## config.mk

```make
export PLATFORM = sky130hd
export DESIGN_NAME = bandscope_sched
export DESIGN_NICKNAME = d
export VERILOG_FILES = /design/src/rtl/bandscope_pkg.sv /design/src/rtl/bandscope_sched_timer.sv /design/src/rtl/bandscope_sched.sv
export SDC_FILE = /design/constraint.sdc
export NUM_CORES = 1
export LEC_CHECK = 0
export CAP_MARGIN = 20
export CORE_ASPECT_RATIO = 0.9
export CORE_UTILIZATION = 25
export DETAILED_ROUTE_END_ITERATION = 12
export PLACE_DENSITY = 0.43
export SYNTH_ARGS = -nofsm -noshare
export SYNTH_HDL_FRONTEND = slang
export SYNTH_SLANG_ARGS = --single-unit
```

## constraint.sdc

```tcl
create_clock -name clock -period 3.2 [get_ports clock]
set_clock_uncertainty 0.15 [all_clocks]
set_input_delay 0.32 -clock clock [delete_from_list [all_inputs] [get_ports clock]]
set_output_delay 0.32 -clock clock [all_outputs]
set_load 0.1 [all_outputs]
```

## src/rtl/bandscope_pkg.sv

```systemverilog
// bandscope_pkg: capture-sequencer state type and default sizing constants
// shared by the bandscope capture scheduler and its period timer.
package bandscope_pkg;

  typedef enum logic [1:0] {
    IDLE = 2'd0,
    WAIT = 2'd1,
    FILL = 2'd2,
    DONE = 2'd3
  } bs_state_t;

  localparam int BS_ADDR_W     = 12;
  localparam int FRAME_DEPTH   = 2 ** BS_ADDR_W;
  localparam int BS_CLK_PER_MS = 122880;
  localparam int BS_DROP_W     = 8;
  localparam logic [BS_DROP_W-1:0] DROP_SAT = {BS_DROP_W{1'b1}};

endpackage

```

## src/rtl/bandscope_sched_timer.sv

```systemverilog
// bs_period_timer: millisecond prescaler plus capture-period counter; emits a
// one-cycle trig every max(bs_period,1) ms while the bandscope is enabled.
module bs_period_timer
  import bandscope_pkg::*;
#(
  parameter int CLK_PER_MS = BS_CLK_PER_MS
) (
  input  logic       clock,
  input  logic       reset,
  input  logic       bs_on,
  input  logic [7:0] bs_period,
  output logic       trig
);

  localparam int PW = (CLK_PER_MS > 1) ? $clog2(CLK_PER_MS) : 1;
  localparam logic [PW-1:0] PRESC_LAST = PW'(CLK_PER_MS - 1);

  logic [PW-1:0] presc_r;
  logic [7:0]    per_cnt_r;
  logic          trig_r;
  logic          tick_s;
  logic [7:0]    period_eff_s;
  logic [8:0]    per_next_s;

  assign tick_s       = (presc_r == PRESC_LAST);
  assign period_eff_s = (bs_period == 8'd0) ? 8'd1 : bs_period;
  // Compare with >= so a period lowered below the running count fires on the next tick.
  assign per_next_s   = {1'b0, per_cnt_r} + 9'd1;
  assign trig         = trig_r;

  // Prescaler and period counter, both held clear while the bandscope is off.
  always_ff @(posedge clock) begin
    if (reset || !bs_on) begin
      presc_r   <= '0;
      per_cnt_r <= 8'd0;
      trig_r    <= 1'b0;
    end else begin
      trig_r <= 1'b0;
      if (tick_s) begin
        presc_r <= '0;
        if (per_next_s >= {1'b0, period_eff_s}) begin
          per_cnt_r <= 8'd0;
          trig_r    <= 1'b1;
        end else begin
          per_cnt_r <= per_next_s[7:0];
        end
      end else begin
        presc_r <= presc_r + PW'(1);
      end
    end
  end

endmodule

```

## src/rtl/bandscope_sched.sv

```systemverilog
// bandscope_sched: per-trigger full-depth write burst into a ping-pong sample RAM
// and frame handoff to the host. Define BANDSCOPE_DECIM_EN to add bs_decim.
module bandscope_sched
  import bandscope_pkg::*;
#(
  parameter int ADDR_W     = BS_ADDR_W,
  parameter int CLK_PER_MS = BS_CLK_PER_MS,
  parameter int DROP_W     = BS_DROP_W
) (
  input  logic              clock,
  input  logic              reset,
  input  logic              bs_on,
  input  logic [7:0]        bs_period,
  input  logic              adc_valid,
  input  logic              host_ack,
`ifdef BANDSCOPE_DECIM_EN
  input  logic [1:0]        bs_decim,
`endif
  output logic              mem_we,
  output logic [ADDR_W-1:0] mem_addr,
  output logic              mem_bank,
  output logic              rd_bank,
  output logic              frame_ready,
  output logic              busy,
  output logic [DROP_W-1:0] drop_cnt
);

  localparam logic [ADDR_W-1:0] ADDR_LAST = {ADDR_W{1'b1}};
  localparam logic [DROP_W-1:0] DROP_MAX  = {DROP_W{1'b1}};

  bs_state_t         state_r;
  logic [ADDR_W-1:0] addr_r;
  logic              mem_bank_r;
  logic              rd_bank_r;
  logic              ready_r;
  logic              busy_r;
  logic [DROP_W-1:0] drop_r;
  logic              trig_s;
  logic              wr_s;
  logic              publish_s;

  bs_period_timer #(.CLK_PER_MS(CLK_PER_MS)) u_timer (
    .clock     (clock),
    .reset     (reset),
    .bs_on     (bs_on),
    .bs_period (bs_period),
    .trig      (trig_s)
  );

`ifdef BANDSCOPE_DECIM_EN
  logic [1:0] decim_r;
  logic [2:0] dec_cnt_r;
  logic [2:0] dec_mask_s;

  // Strobes skipped between written samples for the decimation latched at trig.
  always_comb begin
    dec_mask_s = 3'd0;
    case (decim_r)
      2'd0:    dec_mask_s = 3'd0;
      2'd1:    dec_mask_s = 3'd1;
      2'd2:    dec_mask_s = 3'd3;
      2'd3:    dec_mask_s = 3'd7;
      default: dec_mask_s = 3'd0;
    endcase
  end

  assign wr_s = (state_r == FILL) && adc_valid && (dec_cnt_r == dec_mask_s);
`else
  assign wr_s = (state_r == FILL) && adc_valid;
`endif

  // Ack is applied before publish, so an ack in the DONE cycle still lets the new frame through.
  assign publish_s   = !ready_r || host_ack;
  assign mem_we      = wr_s && !reset;
  assign mem_addr    = addr_r;
  assign mem_bank    = mem_bank_r;
  assign rd_bank     = rd_bank_r;
  assign frame_ready = ready_r;
  assign busy        = busy_r;
  assign drop_cnt    = drop_r;

  // Capture sequencer, bank ping-pong and host handoff.
  always_ff @(posedge clock) begin
    if (reset) begin
      state_r    <= IDLE;
      addr_r     <= '0;
      mem_bank_r <= 1'b0;
      rd_bank_r  <= 1'b1;
      ready_r    <= 1'b0;
      busy_r     <= 1'b0;
      drop_r     <= '0;
`ifdef BANDSCOPE_DECIM_EN
      decim_r    <= 2'd0;
      dec_cnt_r  <= 3'd0;
`endif
    end else begin
      if (host_ack) begin
        ready_r <= 1'b0;
      end
      if (!bs_on) begin
        state_r <= IDLE;
        addr_r  <= '0;
        busy_r  <= 1'b0;
      end else begin
        case (state_r)
          IDLE: state_r <= WAIT;
          WAIT: begin
            if (trig_s) begin
              state_r   <= FILL;
              addr_r    <= '0;
              busy_r    <= 1'b1;
`ifdef BANDSCOPE_DECIM_EN
              decim_r   <= bs_decim;
              dec_cnt_r <= 3'd0;
`endif
            end
          end
          FILL: begin
`ifdef BANDSCOPE_DECIM_EN
            if (adc_valid) begin
              dec_cnt_r <= wr_s ? 3'd0 : dec_cnt_r + 3'd1;
            end
`endif
            if (wr_s) begin
              if (addr_r == ADDR_LAST) begin
                state_r <= DONE;
              end else begin
                addr_r <= addr_r + ADDR_W'(1);
              end
            end
          end
          DONE: begin
            if (publish_s) begin
              rd_bank_r  <= mem_bank_r;
              mem_bank_r <= ~mem_bank_r;
              ready_r    <= 1'b1;
            end else if (drop_r != DROP_MAX) begin
              drop_r <= drop_r + DROP_W'(1);
            end
            state_r <= WAIT;
            busy_r  <= 1'b0;
          end
          default: begin
            state_r <= IDLE;
            busy_r  <= 1'b0;
          end
        endcase
      end
    end
  end

endmodule

```

* After elaboration in Yosys (flattened, before gate mapping)
Cells that the tools add are included.
Widths: inputs -> output; s select.
** Operators by class
- Eq/ne operators :: 10
- Reduce and logical (&&, ||, !) cells :: 20
- Multipliers :: 0
- $lt $le $gt $ge :: 1
- Bitwise gates (word level) :: 4
- Shift operators :: 0
- Div/mod/pow operators :: 0
- Muxes and demuxes :: 17
- $add $sub $neg :: 4
** Operator list (number)
- $mux 12 :: 3
- $pmux 12 s2 :: 1
- $add 17x1->17 const B :: 1
- $eq 17x17->1 const B :: 1
- $mux 8 :: 2
- $add 12x1->12 const B :: 1
- $eq 12x12->1 const B :: 1
- $add 8x1->9 const B :: 1
- $ge 9x8->1 :: 1
- $add 8x1->8 const B :: 1
- $logic_not 8->1 :: 1
- $ne 8x8->1 const B :: 1
- $reduce_and 4->1 :: 2
- $reduce_or 2->1 :: 4
- $mux 1 :: 6
- $mux 2 :: 3
- $pmux 2 s3 :: 1
- $reduce_and 3->1 :: 2
- $eq 2x2->1 const B :: 2
- $ne 2x1->1 const B :: 2
- $ne 2x2->1 const B :: 2
- $not 1->1 :: 4
- $reduce_bool 2->1 :: 2
- $logic_not 1->1 :: 3
- other kinds (6) :: 8
** Storage, ports and cells
- Memories :: 0
- Flip-flop bits (word level) :: 52
- RAM bits :: 0
- Latch bits :: 0
- ROM bits :: 0

* Logic depth before layout (Yosys ltp)
- Depth after elaboration :: 5
- Depth in mapped cells :: 10
- Mapped depth without buffers :: 10

* Cells and area by module
From an unflattened synthesis, not the netlist that was laid out.
** Unflattened totals
- Cell total of the unflattened synthesis :: 345
- Area total of the unflattened synthesis :: 2945.3 um^2
** Modules (own cells, without submodules)
- bs_period_timer :: times used 1, cells each 171, area each 1473.9 um^2
- bandscope_sched :: times used 1, cells each 174, area each 1471.4 um^2

* Worst setup path before layout
Ideal clock, no wire load.
- Path type :: reg2reg
- From :: register u_timer.per_cnt_r[0]
- To :: register u_timer.trig_r (netlist: u_timer.trig)
- Cell stages (with the launch flop) :: 11
- Setup time :: 0.116 ns
- Clock period less this slack :: 2.723 ns
- Slack :: 0.477 ns
- Path buffers :: 0
- Required time :: 2.934 ns
- Data arrival time :: 2.457 ns
- Path through :: dfxtp_1 ha_1 nand3_1 nor2_1 xor2_1 ha_1 a21o_1 a221o_1 a41oi_2 nand2_1 and3_1
** Between the ends
- Longest elaborated chain between the ends :: 3
** Ends and longest elaborated chain
- start: declaration :: line bandscope_sched_timer.sv:19 : logic [7:0] per_cnt_r;
- start signal: assignment :: line bandscope_sched_timer.sv:45 : per_cnt_r <= per_next_s[7:0];
- $add 8x1->9 :: line bandscope_sched_timer.sv:28 : assign per_next_s = {1'b0, per_cnt_r} + 9'd1;
- $ge 9x8->1 :: line bandscope_sched_timer.sv:41 : if (per_next_s >= {1'b0, period_eff_s}) begin
- $mux 1 :: line bandscope_sched_timer.sv:41
- end signal: assignment :: line bandscope_sched_timer.sv:36 : trig_r <= 1'b0;
- end signal: assignment :: line bandscope_sched_timer.sv:38 : trig_r <= 1'b0;
- end signal: assignment :: line bandscope_sched_timer.sv:43 : trig_r <= 1'b1;
- end: declaration :: line bandscope_sched_timer.sv:20 : logic trig_r;
Every way passes these cells.
A chain may end at the register's enable or synchronous reset.

* Worst setup path in the final report
- From :: register u_timer.per_cnt_r[1]
- To :: register u_timer.per_cnt_r[3]
** Between the ends
- Longest elaborated chain between the ends :: 3
** Ends and longest elaborated chain (line)
- $add 8x1->9 * :: bandscope_sched_timer.sv:28
- $ge 9x8->1 :: bandscope_sched_timer.sv:41
- $mux 8 * :: bandscope_sched_timer.sv:41
Every way passes the cells marked *; elsewhere a longest branch is shown, timed or not.

==> results_dict.tcl <==
set metrics [dict create \
    place_ws_ns 0.168 \
    drtPass1Iterations 8 \
    start_util_pct 25.9 \
    cp-start-kind "flop" \
    hold_violations 0 \
    io_pins 38 \
    ctsHoldBuffers 0 \
    die_w_um 111 \
    use_met1_pct 14.0 \
    io_buffers 37 \
    use_met2_pct 17.7 \
    status "finished with violations" \
    async_reset_ff_share_pct 0 \
    via_per_inst 4.62 \
    synth_nets 346 \
    fmax_mhz 334 \
    root_buffer "clkbuf_16" \
    final_nets 389 \
    yosysSeqAreaShare_pct 38.9 \
    grt_max_degree 18 \
    synth_cells 317 \
    area_growth_pct 25.2 \
    yosys_warnings 0 \
    crit_path_max_fanout 10 \
    clk_latency_ns 0.29 \
    vias 2265 \
    internal_power_mw 1.05 \
    min_path_type "flop to flop" \
    synth-edff-count 0 \
    cts_buffers 5 \
    slew_headroom_pct 35.0 \
    antenna_cells 0 \
    reg2reg_depth 11 \
    seqPwrFrac_pct 48.4 \
    dieArea_um2 11100 \
    setup_violations 0 \
    clkSlewWorstSetupHoldPaths_ns 0.08 \
    synthFlopType "dfxtp_1" \
    grt_pass1_wl_um 9720 \
    ys_seq_elements 52 \
    gp_congestion 0.765 \
    yosysUniqueCellTypes 42 \
    clkPwrFrac_pct 46.0 \
    core_um2 10300 \
    switching_share_pct 22.2 \
    setup_tns_ns 0 \
    p_leak_nw 1.27 \
    place_inst 479 \
    dp_hpwl_um 4250 \
    htreeDepth 2 \
    std_cell_rows 35 \
    cts_tree "done" \
    fin_crit_sh_pct 93.6 \
    fillers 1121 \
    antenna_found_initial 0 \
    cp-startpoint "u_timer.per_cnt_r[1]" \
    endpoint_kind "flop" \
    drc 12 \
    drive_above_1_share_pct 11.4 \
    critical-path-slowest-cell "dfxtp_1" \
    required_ns 3.28 \
    post-route-min-period_ns 2.99 \
    ant_nets 0 \
    drv_cap 0 \
    avgSynthCellArea_um2 8.44 \
    r2r_end "u_timer.per_cnt_r[3]" \
    drtIter0Drc 116 \
    cp_cell_sequence "ha_1 > nand3_1 > nor2_1 > xor2_1 > ha_1 > and3_1 > a221o_1 > a41oi_4 > buf_4 > nand4_1 > a31oi_1" \
    wl_per_cell_um 11.8 \
    finalMaxSlewViolations 0 \
    die_height_um 100 \
    drt-total-wl_um 5760 \
    syn_area_um2 2680 \
    grt_overflow 0 \
    grt_use_total_pct 10.7 \
    critical_path_class "flop to flop" \
    worst_slew_pin_slew_ns 0.972 \
    clk_path_buf_depth 2 \
    p_comb_share_pct 5.7 \
    setup_ws_ns 0.206 \
    rr_startpoint "u_timer.per_cnt_r[1]" \
    final_common_cell "dfxtp_1" \
    vdd_ir_drop_max_mv 0.216 \
    regToRegSetupSlack_ns 0.21 \
    final_cell_mix "dfxtp_1 (52), nor2_1 (51), buf_4 (29), nand2_1 (27)" \
    crit_path_frequent_cell "ha_1" \
    cp-endpoint "u_timer.per_cnt_r[3]" \
    critPathArrivalTime_ns 3.07 \
    switchingPower_mw 0.300 \
    grt_util_met3_pct 2.48 \
    p_per_area_nw_per_um2 404 \
    cts.sinks 52 \
    grt_pass1_vias 2105 \
    violations "design-rule violations" \
    top_usage_layer "met2" \
    max_stage_delay_ns 0.38 \
    instances_no_fill 490 \
]
[cells in the mapped netlist (all sizes together), types with 4 or more instances]
| cell | number | area [um^2] |
|---|---|---|
| nand4b | 4 | 35.0 |
| nand3 | 23 | 128 |
| nor3 | 5 | 25.0 |
| xor2 | 22 | 193 |
| and3 | 7 | 43.8 |
| nor2b | 5 | 31.3 |
| xnor2 | 15 | 131 |
| nand2b | 4 | 25.0 |
| buf | 4 | 22.5 |
| a21oi | 13 | 65.1 |
| inv | 14 | 52.6 |
| ha | 16 | 200 |
| nand4 | 15 | 93.8 |
| nor2 | 51 | 191 |
| clkbuf | 4 | 15.0 |
| dfxtp | 52 | 1040 |
| o21ai | 7 | 35.0 |
| nand2 | 27 | 101 |
| and4 | 4 | 35.0 |
[area by class of cell]
cell class                      instances  area (um^2)  area share [%]
Tap cell                              129          161            4.82
Clock buffer                            5          125            3.74
Multi-Input combinational cell        243         1560            46.4
Inverter                               14         52.6            1.57
Timing Repair Buffer                   44          368            11.0
Sequential cell                        52         1040            31.1
Clock inverter                          3         46.3            1.38
[worst min-delay path by stage]
stage,start,to,depth (start not counted)
6_report,u_timer.presc_r[0],u_timer.presc_r[0],1
5_1_grt,u_timer.presc_r[0],u_timer.presc_r[0],1
4_1_cts,u_timer.presc_r[0],u_timer.presc_r[0],1
3_5_place_dp,u_timer.presc_r[0],u_timer.presc_r[0],1
3_3_place_gp,u_timer.presc_r[0],u_timer.presc_r[0],1
2_1_floorplan,reset,drop_cnt[3],1
[stage by stage]
stage	power (mW)	cell area, um^2	util [%]	hold WS, ns
after global placement	0.746	3140	30.4	0.289
after detailed placement	0.746	3140	30.4	0.300
after CTS	1.38	3320	32.1	0.313
after floorplan	0.713	2680	-	0.239
final	1.35	3350	32.4	0.309
after global routing	1.42	3350	32.4	0.357
[sequential cells by signal (all words and copies together) (netlist names)]
register	flops
u_timer.trig	1
u_timer.per_cnt_r	8
mem_addr	12
frame_ready	1
drop_cnt	8
busy	1
mem_bank	1
u_timer.presc_r	17
state_r	2
rd_bank	1
[per-layer routing]
metal / part of all wire (%) / wire, um
met4: 0.78 / 45
met3: 3.2 / 184
met2: 45 / 2590
met1: 51 / 2940
met5: 0 / 0
[power by group through the flow]
stage | sequential (mW) | combinational [mW] | clock, mW
3_3_place_gp | 0.670 | 0.0760 | 0
3_5_place_dp | 0.670 | 0.0759 | 0
6_report | 0.655 | 0.0767 | 0.622
5_1_grt | 0.655 | 0.0860 | 0.675
4_1_cts | 0.654 | 0.0771 | 0.644
2_1_floorplan | 0.673 | 0.0399 | 0
[logic make-up after synthesis]
family | count (synthesis) | synth area share, %
simple gates | 157 | 30.0
flops | 52 | 38.9
xor+xnor | 37 | 12.1
compound gates | 31 | 7.34
buf+inv | 22 | 3.37
fa+ha+maj | 16 | 7.48
mux | 2 | 0.748
[what timing repair did]
item / in CTS / in global routing
buffers inserted: 0 / 3
gates resized for setup: 0 / 1
setup endpoints to repair: 0 / 6
[worst max-delay path, delay by kind of cell (launching register included)]
kind | cells | cell delay, ns
flip-flops | 1 | 0.38
AND/OR/NAND/NOR | 4 | 0.65
adder cells (fa/ha/maj) | 2 | 0.50
XOR/XNOR | 1 | 0.21
buffers and inverters | 1 | 0.17
AO/OA/AOI/OAI | 3 | 0.87
Note: power is estimated with default switching activity, not from simulation.
